===== src/rtl/hazard_ctrl_if.sv =====
// Hazard controller bundle: ID/EX hazard inputs, pipeline enables/flushes, PC select, perf counters.
// Latency: pure wiring, no storage.
// Backpressure: none; every signal is valid every cycle.
// Ports: master = datapath side (drives decode/EX status, consumes controls),
//        slave  = hazard_ctrl (consumes status, drives controls and counters).
interface hazard_ctrl_if #(
  parameter int CNT_W = 16
);
  // status from the pipeline
  logic             irq_req;
  logic             pc_kernel;
  logic [5:0]       id_opcode;
  logic [5:0]       id_funct;
  logic [4:0]       id_rs;
  logic [4:0]       id_rt;
  logic             ex_memread;
  logic [4:0]       ex_rt;
  logic             ex_branch;
  logic             ex_branch_taken;
  logic             cnt_clr;
  // controls back to the pipeline
  logic             pc_write;
  logic             if_id_write;
  logic             if_id_flush;
  logic             id_ex_flush;
  logic             irq_take;
  logic [2:0]       pc_src;
  logic [31:0]      irq_vec;     // PC mux input selected by pc_src=4
  logic [CNT_W-1:0] stall_cnt;
  logic [CNT_W-1:0] flush_cnt;

  modport master (
    output irq_req, pc_kernel, id_opcode, id_funct, id_rs, id_rt,
           ex_memread, ex_rt, ex_branch, ex_branch_taken, cnt_clr,
    input  pc_write, if_id_write, if_id_flush, id_ex_flush, irq_take,
           pc_src, irq_vec, stall_cnt, flush_cnt
  );

  modport slave (
    input  irq_req, pc_kernel, id_opcode, id_funct, id_rs, id_rt,
           ex_memread, ex_rt, ex_branch, ex_branch_taken, cnt_clr,
    output pc_write, if_id_write, if_id_flush, id_ex_flush, irq_take,
           pc_src, irq_vec, stall_cnt, flush_cnt
  );
endinterface


===== src/rtl/hazard_ctrl.sv =====
// Load-use / redirect / interrupt sequencing for the 5-stage MIPS core, plus stall and flush perf counters.
// Latency: control outputs are combinational (0 cycles); IRQ state and counters update on clk rising edge.
// Backpressure: a load-use hazard holds PC and IF/ID for one cycle and bubbles ID/EX; redirects squash IF/ID.
// Ports: clk, reset (async, active-high), hz (hazard_ctrl_if.slave bundle of status in / controls out).
module hazard_ctrl #(
  parameter int          CNT_W   = 16,
  parameter logic [31:0] IRQ_VEC = 32'h8000_0004
) (
  input  logic         clk,
  input  logic         reset,
  hazard_ctrl_if.slave hz
);

  localparam logic [2:0] PC_SEQ  = 3'd0;
  localparam logic [2:0] PC_BR   = 3'd1;
  localparam logic [2:0] PC_JMP  = 3'd2;
  localparam logic [2:0] PC_JREG = 3'd3;
  localparam logic [2:0] PC_IRQ  = 3'd4;

  typedef enum logic [1:0] {
    IDLE = 2'd0,
    PEND = 2'd1,
    TAKE = 2'd2,
    MASK = 2'd3
  } irq_state_t;

  irq_state_t       state;
  irq_state_t       state_nxt;
  logic             jump;
  logic             jreg;
  logic             uses_rt;
  logic             lu;
  logic             br_taken;
  logic             irq_win;
  logic             stall_inc;
  logic             flush_inc;
  logic [CNT_W-1:0] stall_q;
  logic [CNT_W-1:0] flush_q;

  // ID-stage decode and hazard detection
  always_comb begin
    jump     = (hz.id_opcode == 6'h02) || (hz.id_opcode == 6'h03);
    jreg     = (hz.id_opcode == 6'h00) &&
               ((hz.id_funct == 6'h08) || (hz.id_funct == 6'h09));
    uses_rt  = (hz.id_opcode == 6'h00) || (hz.id_opcode == 6'h2b) ||
               (hz.id_opcode == 6'h04) || (hz.id_opcode == 6'h05);
    // The rs comparison is unconditional, so a JR/JALR whose target register
    // is the load destination is caught here as well.
    lu       = hz.ex_memread && (hz.ex_rt != 5'd0) &&
               ((hz.ex_rt == hz.id_rs) || (uses_rt && (hz.ex_rt == hz.id_rt)));
    br_taken = hz.ex_branch && hz.ex_branch_taken;
    // The trap only happens when nothing of higher priority wins this cycle
    // and the ID instruction is user-mode.
    irq_win  = (state == TAKE) && !br_taken && !lu && !hz.pc_kernel;
  end

  // Priority-encoded pipeline controls
  always_comb begin
    hz.pc_write    = 1'b1;
    hz.if_id_write = 1'b1;
    hz.if_id_flush = 1'b0;
    hz.id_ex_flush = 1'b0;
    hz.irq_take    = 1'b0;
    hz.pc_src      = PC_SEQ;
    if (reset) begin
      hz.pc_write    = 1'b0;
      hz.if_id_write = 1'b0;
      hz.if_id_flush = 1'b1;
      hz.id_ex_flush = 1'b1;
    end else if (br_taken) begin
      hz.pc_src      = PC_BR;
      hz.if_id_flush = 1'b1;
      hz.id_ex_flush = 1'b1;
    end else if (lu) begin
      hz.pc_write    = 1'b0;
      hz.if_id_write = 1'b0;
      hz.id_ex_flush = 1'b1;
    end else if (irq_win) begin
      hz.irq_take    = 1'b1;
      hz.pc_src      = PC_IRQ;
      hz.if_id_flush = 1'b1;
    end else if (jump) begin
      hz.pc_src      = PC_JMP;
      hz.if_id_flush = 1'b1;
    end else if (jreg) begin
      hz.pc_src      = PC_JREG;
      hz.if_id_flush = 1'b1;
    end
  end

  assign hz.irq_vec = IRQ_VEC;

  // Interrupt acceptance FSM
  always_comb begin
    state_nxt = state;
    case (state)
      IDLE: if (hz.irq_req && !hz.pc_kernel) state_nxt = PEND;
      PEND: begin
        if (!hz.irq_req)
          state_nxt = IDLE;
        else if (!(hz.ex_branch || lu || jump || jreg))
          state_nxt = TAKE;
      end
      // A TAKE cycle that lost to a higher-priority action did not trap,
      // so the request goes back to waiting instead of being masked.
      TAKE: state_nxt = irq_win ? MASK : PEND;
      MASK: if (!hz.pc_kernel && !hz.irq_req) state_nxt = IDLE;
      default: state_nxt = IDLE;
    endcase
  end

  always_ff @(posedge clk or posedge reset) begin
    if (reset) state <= IDLE;
    else       state <= state_nxt;
  end

  // Saturating performance counters; clear beats increment
  assign stall_inc = lu && !br_taken;
  assign flush_inc = br_taken || (!lu && (irq_win || jump || jreg));

  always_ff @(posedge clk or posedge reset) begin
    if (reset) begin
      stall_q <= '0;
      flush_q <= '0;
    end else if (hz.cnt_clr) begin
      stall_q <= '0;
      flush_q <= '0;
    end else begin
      if (stall_inc && (stall_q != '1)) stall_q <= stall_q + 1'b1;
      if (flush_inc && (flush_q != '1)) flush_q <= flush_q + 1'b1;
    end
  end

  assign hz.stall_cnt = stall_q;
  assign hz.flush_cnt = flush_q;

endmodule


===== src/flat_wrapper.sv =====
// flat-port wrapper written by rule: the top's interface ports become plain ports
module hazard_ctrl_flat 
#(
  parameter int          CNT_W   = 16,
  parameter logic [31:0] IRQ_VEC = 32'h8000_0004
)
  (clk, reset, hz_irq_req, hz_pc_kernel, hz_id_opcode, hz_id_funct, hz_id_rs, hz_id_rt, hz_ex_memread, hz_ex_rt, hz_ex_branch, hz_ex_branch_taken, hz_cnt_clr, hz_pc_write, hz_if_id_write, hz_if_id_flush, hz_id_ex_flush, hz_irq_take, hz_pc_src, hz_irq_vec, hz_stall_cnt, hz_flush_cnt);
  hazard_ctrl_if #(.CNT_W(CNT_W)) hz_i ();
  input  logic clk;
  input  logic reset;
  input wire logic [$bits(hz_i.irq_req)-1:0] hz_irq_req;
  input wire logic [$bits(hz_i.pc_kernel)-1:0] hz_pc_kernel;
  input wire logic [$bits(hz_i.id_opcode)-1:0] hz_id_opcode;
  input wire logic [$bits(hz_i.id_funct)-1:0] hz_id_funct;
  input wire logic [$bits(hz_i.id_rs)-1:0] hz_id_rs;
  input wire logic [$bits(hz_i.id_rt)-1:0] hz_id_rt;
  input wire logic [$bits(hz_i.ex_memread)-1:0] hz_ex_memread;
  input wire logic [$bits(hz_i.ex_rt)-1:0] hz_ex_rt;
  input wire logic [$bits(hz_i.ex_branch)-1:0] hz_ex_branch;
  input wire logic [$bits(hz_i.ex_branch_taken)-1:0] hz_ex_branch_taken;
  input wire logic [$bits(hz_i.cnt_clr)-1:0] hz_cnt_clr;
  output wire logic [$bits(hz_i.pc_write)-1:0] hz_pc_write;
  output wire logic [$bits(hz_i.if_id_write)-1:0] hz_if_id_write;
  output wire logic [$bits(hz_i.if_id_flush)-1:0] hz_if_id_flush;
  output wire logic [$bits(hz_i.id_ex_flush)-1:0] hz_id_ex_flush;
  output wire logic [$bits(hz_i.irq_take)-1:0] hz_irq_take;
  output wire logic [$bits(hz_i.pc_src)-1:0] hz_pc_src;
  output wire logic [$bits(hz_i.irq_vec)-1:0] hz_irq_vec;
  output wire logic [$bits(hz_i.stall_cnt)-1:0] hz_stall_cnt;
  output wire logic [$bits(hz_i.flush_cnt)-1:0] hz_flush_cnt;
  assign hz_i.irq_req = hz_irq_req;
  assign hz_i.pc_kernel = hz_pc_kernel;
  assign hz_i.id_opcode = hz_id_opcode;
  assign hz_i.id_funct = hz_id_funct;
  assign hz_i.id_rs = hz_id_rs;
  assign hz_i.id_rt = hz_id_rt;
  assign hz_i.ex_memread = hz_ex_memread;
  assign hz_i.ex_rt = hz_ex_rt;
  assign hz_i.ex_branch = hz_ex_branch;
  assign hz_i.ex_branch_taken = hz_ex_branch_taken;
  assign hz_i.cnt_clr = hz_cnt_clr;
  assign hz_pc_write = hz_i.pc_write;
  assign hz_if_id_write = hz_i.if_id_write;
  assign hz_if_id_flush = hz_i.if_id_flush;
  assign hz_id_ex_flush = hz_i.id_ex_flush;
  assign hz_irq_take = hz_i.irq_take;
  assign hz_pc_src = hz_i.pc_src;
  assign hz_irq_vec = hz_i.irq_vec;
  assign hz_stall_cnt = hz_i.stall_cnt;
  assign hz_flush_cnt = hz_i.flush_cnt;
  hazard_ctrl #(.CNT_W(CNT_W), .IRQ_VEC(IRQ_VEC)) u_core (.clk(clk), .reset(reset), .hz(hz_i));
endmodule

===== config.mk =====
export PLATFORM = sky130hd
export DESIGN_NAME = hazard_ctrl_flat
export DESIGN_NICKNAME = d
export VERILOG_FILES = /design/src/rtl/hazard_ctrl_if.sv /design/src/rtl/hazard_ctrl.sv /design/src/flat_wrapper.sv
export SDC_FILE = /design/constraint.sdc
export NUM_CORES = 1
export LEC_CHECK = 0
export BUFFER_PORTS_ARGS = -buffer_cell sky130_fd_sc_hd__buf_2
export CAP_MARGIN = 20
export CORE_MARGIN = 1.5
export CORE_UTILIZATION = 45
export CTS_BUF_LIST = sky130_fd_sc_hd__clkbuf_2
export DETAILED_ROUTE_END_ITERATION = 8
export GPL_TIMING_DRIVEN = 0
export PLACE_DENSITY_LB_ADDON = 0.1
export SYNTH_ARGS = -nofsm -noshare
export SYNTH_HDL_FRONTEND = slang
export SYNTH_SLANG_ARGS = --single-unit

===== constraint.sdc =====
create_clock -name clk -period 2.31 [get_ports clk]
set_input_delay 0.3465 -clock clk [delete_from_list [all_inputs] [get_ports clk]]
set_output_delay 0.3465 -clock clk [all_outputs]
set_load 0.02 [all_outputs]

==> run_results.csv <==
group,metric,value,unit
run_status,status,"finished with violations",
run_status,violations,"setup timing",
clock_network,cts_root_buffer,"clkbuf_2",
timing,timing.hold.ws,0.0214,ns
clock_network,htree_levels,2,
logic_synthesis,yosysUniqueCellTypes,52,
logic_synthesis,synthCells,281,
die,rows,26,
timing,max_freq,0.425,GHz
timing,worst_slack,-0.0408,ns
placement,hpwl,4470,microns
drt,wl_per_cell,13.7,microns
critical_path,required,1.96,ns
clock_network,path_clk_slew,0.18,ns
critical_path,path_depth,7,
placement,portBuffers,73,
die,die_h,76.6,microns
placement,routabilityCongestion,0.841,
logic_synthesis,synth_area_leaders,"dfrtp_1, buf_4, a21oi_1",
die,fp.dieArea,5870,sq um
critical_path,worstSetupPathType,"in -> out",
critical_path,cp-end-kind,"primary output",
timing,slew_violations,0,
logic_synthesis,synth_edf_count,0,
die,initial_core_util,47.1,%
clock_network,clock_path_buffers,2,
logic_synthesis,synth_commonest_cells,"buf_4, dfrtp_1, a21oi_1",
timing,relSlewSlack,41.2,%
die,core,5170,sq um
timing,rsz0062_at_grt,"true",
drt,drt-initial-drc-count,144,
global_route,antenna_found_initial,0,
critical_path,crit_arrival,2.00,ns
drt,antenna_left,0,
drt,wl_met2,3130,microns
clock_network,cts_buffers,5,
finish,fin_area,3440,sq um
logic_synthesis,yosysTopAreaCell,"dfrtp_1",
die,fp.dieW,76.6,microns
global_route,grt_max_degree,19,
logic_synthesis,synth_flop_cell,"dfrtp_1",
timing,setup_viol,1,
logic_synthesis,ys_warn_count,0,
drt,vias,2532,
placement,pre_cts_ws,-0.672,ns
clock_network,clk_latency,0.38,ns
logic_synthesis,yosysSeqAreaShare,34.9,%
power,p_leak,1.65,nW
critical_path,slowest_delay,0.54,ns
drt,viasPerCell,5.29,
clock_network,cts_tree,"yes",
finish,n_antenna_cell,0,
timing,tightest_slew,0.877,ns
die,ios,107,
hold_path,worstHoldPathType,"in -> async",
logic_synthesis,netlist.area_leader.share,34.9,%
logic_synthesis,ys_ff_latch,34,
finish,syn_to_final_growth,41.2,%
global_route,track_usage,22.5,%
global_route,grt-ovfl-total,0,
timing,fin_crit,2.35,ns
global_route,grt_pass1_vias,2292,
clock_network,cts.sinks,34,
critical_path,path_cells,"buf_8, or4_4, o21ai_4, nor2_4, or4b_4, a21oi_4, buf_6",
critical_path,r2r_end,"u_core.hz.stall_cnt[11]",
finish,drive_above_1_share,42.5,%
critical_path,worst-path-buf-inv,2,
logic_synthesis,async_flop_share,100,%
critical_path,r2r_start,"u_core.hz.stall_cnt[0]",
power,p_per_area,366,nW/um^2
drt,drc,0,
timing,hold_violations,0,
timing,clock_skew,0.0119,ns
drt,dr.max_layer_used,"met4",
critical_path,start_kind,"input pin",
critical_path,cp_top_family,"simple AND/OR/NAND/NOR gates",
drt,first_pass_iters,4,
power,ir_worst_vdd,0.000208,V
critical_path,r2r_slack,0.09,ns
drt,wl_met3,451,microns
drt,wl_met1,2850,microns
critical_path,slowest_stage,"or4_4",
critical_path,cp_max_fo,4,
drt,routed_wl,6570,microns
run,maxCapViolations,0,
global_route,grt_pass1_wl,10600,microns
finish,layout.nets,446,
timing,finalCritPeriodShare,102,%
critical_path,reg2reg_depth,8,
placement,placed_area,3030,sq um
logic_synthesis,avgSynthCellArea,8.67,sq um
logic_synthesis,synthesis.area,2440,sq um
## power breakdown
part	switching (W)	internal, W	total, W	leakage [nW]
clock	0.000203	0.0000789	0.000282	0.0291
combinational	0.000202	0.000158	0.000360	1.15
sequential	0.0000109	0.000608	0.000619	0.472
total	0.000416	0.000845	0.00126	1.65
## cells by family (layout without fill, tap and decap cells)
family	after synthesis	count (layout)	share of synthesized area, %
and+or+nand+nor	112	112	26.3
AOI/OAI and AO/OA	65	65	17.6
buffers and inverters	48	146	13.1
DFF	34	34	34.9
xor gates and xnor gates	15	15	5.39
muxes	3	3	1.33
adders and majority gates	2	2	1.03
other	2	32	0.308
## cells in the final DEF, fill, tap and decap left out, drive strengths merged, types with 11 or more instances in the layout
master / Yosys / routed
or4: 12 / 12
dfrtp: 34 / 34
buf: 38 / 128
nand2: 22 / 22
nor2: 18 / 18
o21ai: 11 / 11
conb: 2 / 32
clkbuf: 6 / 13
a21oi: 23 / 23
xor2: 11 / 11
## area by class of cell
cell class                      instances  area [sq um]
Fill cell                             432          1730
Multi-Input combinational cell        229          1560
Sequential cell                        34           851
Timing Repair Buffer                   91           572
Buffer                                 43           313
Tap cell                               70          87.6
Clock buffer                            7          35.0
Inverter                                4          18.8
Timing Repair inverter                  1          5.00
## what timing repair did
action                                  in CTS  in global routing
resized for setup                           28                 29
endpoints found under the setup margin      21                 20
setup buffers                               12                  7
endpoints found under the hold margin        0                  0
hold buffers                                 0                  0
pin swaps                                   15                 14
gates cloned                                 1                  0
## through the flow
| step | util (%) | setup TNS (ns) | cells | total power, W |
|---|---|---|---|---|
| 2_1_floorplan | - | -0.0206 | 311 | 0.000837 |
| 3_3_place_gp | 58.6 | -4.94 | 454 | 0.000915 |
| 3_5_place_dp | 58.6 | -5.46 | 454 | 0.000920 |
| 4_1_cts | 63.4 | -0.0820 | 474 | 0.00125 |
| 5_1_grt | 66.5 | -0.227 | 479 | 0.00132 |
| 6_report | 66.5 | -0.0408 | 479 | 0.00126 |
## registers in the layout, summed over array words and instances (netlist names)
register	cells
u_core.hz.flush_cnt	16
u_core.hz.stall_cnt	16
u_core.state	2
## how the worst max path moves through the flow
| stage | start | to | slack, ns |
|---|---|---|---|
| final | hz_ex_rt[4] | hz_pc_src[0] | -0.04 |
| after global routing | hz_ex_rt[2] | hz_pc_src[0] | -0.10 |
| after floorplan | hz_id_opcode[1] | hz_pc_src[2] | -0.02 |
| after detailed placement | hz_ex_rt[3] | hz_if_id_flush | -0.67 |
| after global placement | hz_id_opcode[1] | hz_if_id_flush | -0.63 |
| after CTS | hz_ex_rt[4] | hz_pc_src[0] | -0.04 |
## worst register-to-register path, cell delays in order (launching register included)
cell	delay, ns
dfrtp_1	0.42
ha_1	0.22
and3_4	0.21
nand3_4	0.10
nor3_2	0.08
or3_4	0.35
buf_6	0.14
or4_4	0.51
a21oi_2	0.13
## routing by layer
layer	vias up	global-route usage, %
met5	-	0
li1	1222	-
met2	106	37.1
met4	0	9.26
met3	12	4.19
met1	1192	28.8
Note: power is estimated with default switching activity, not from simulation.
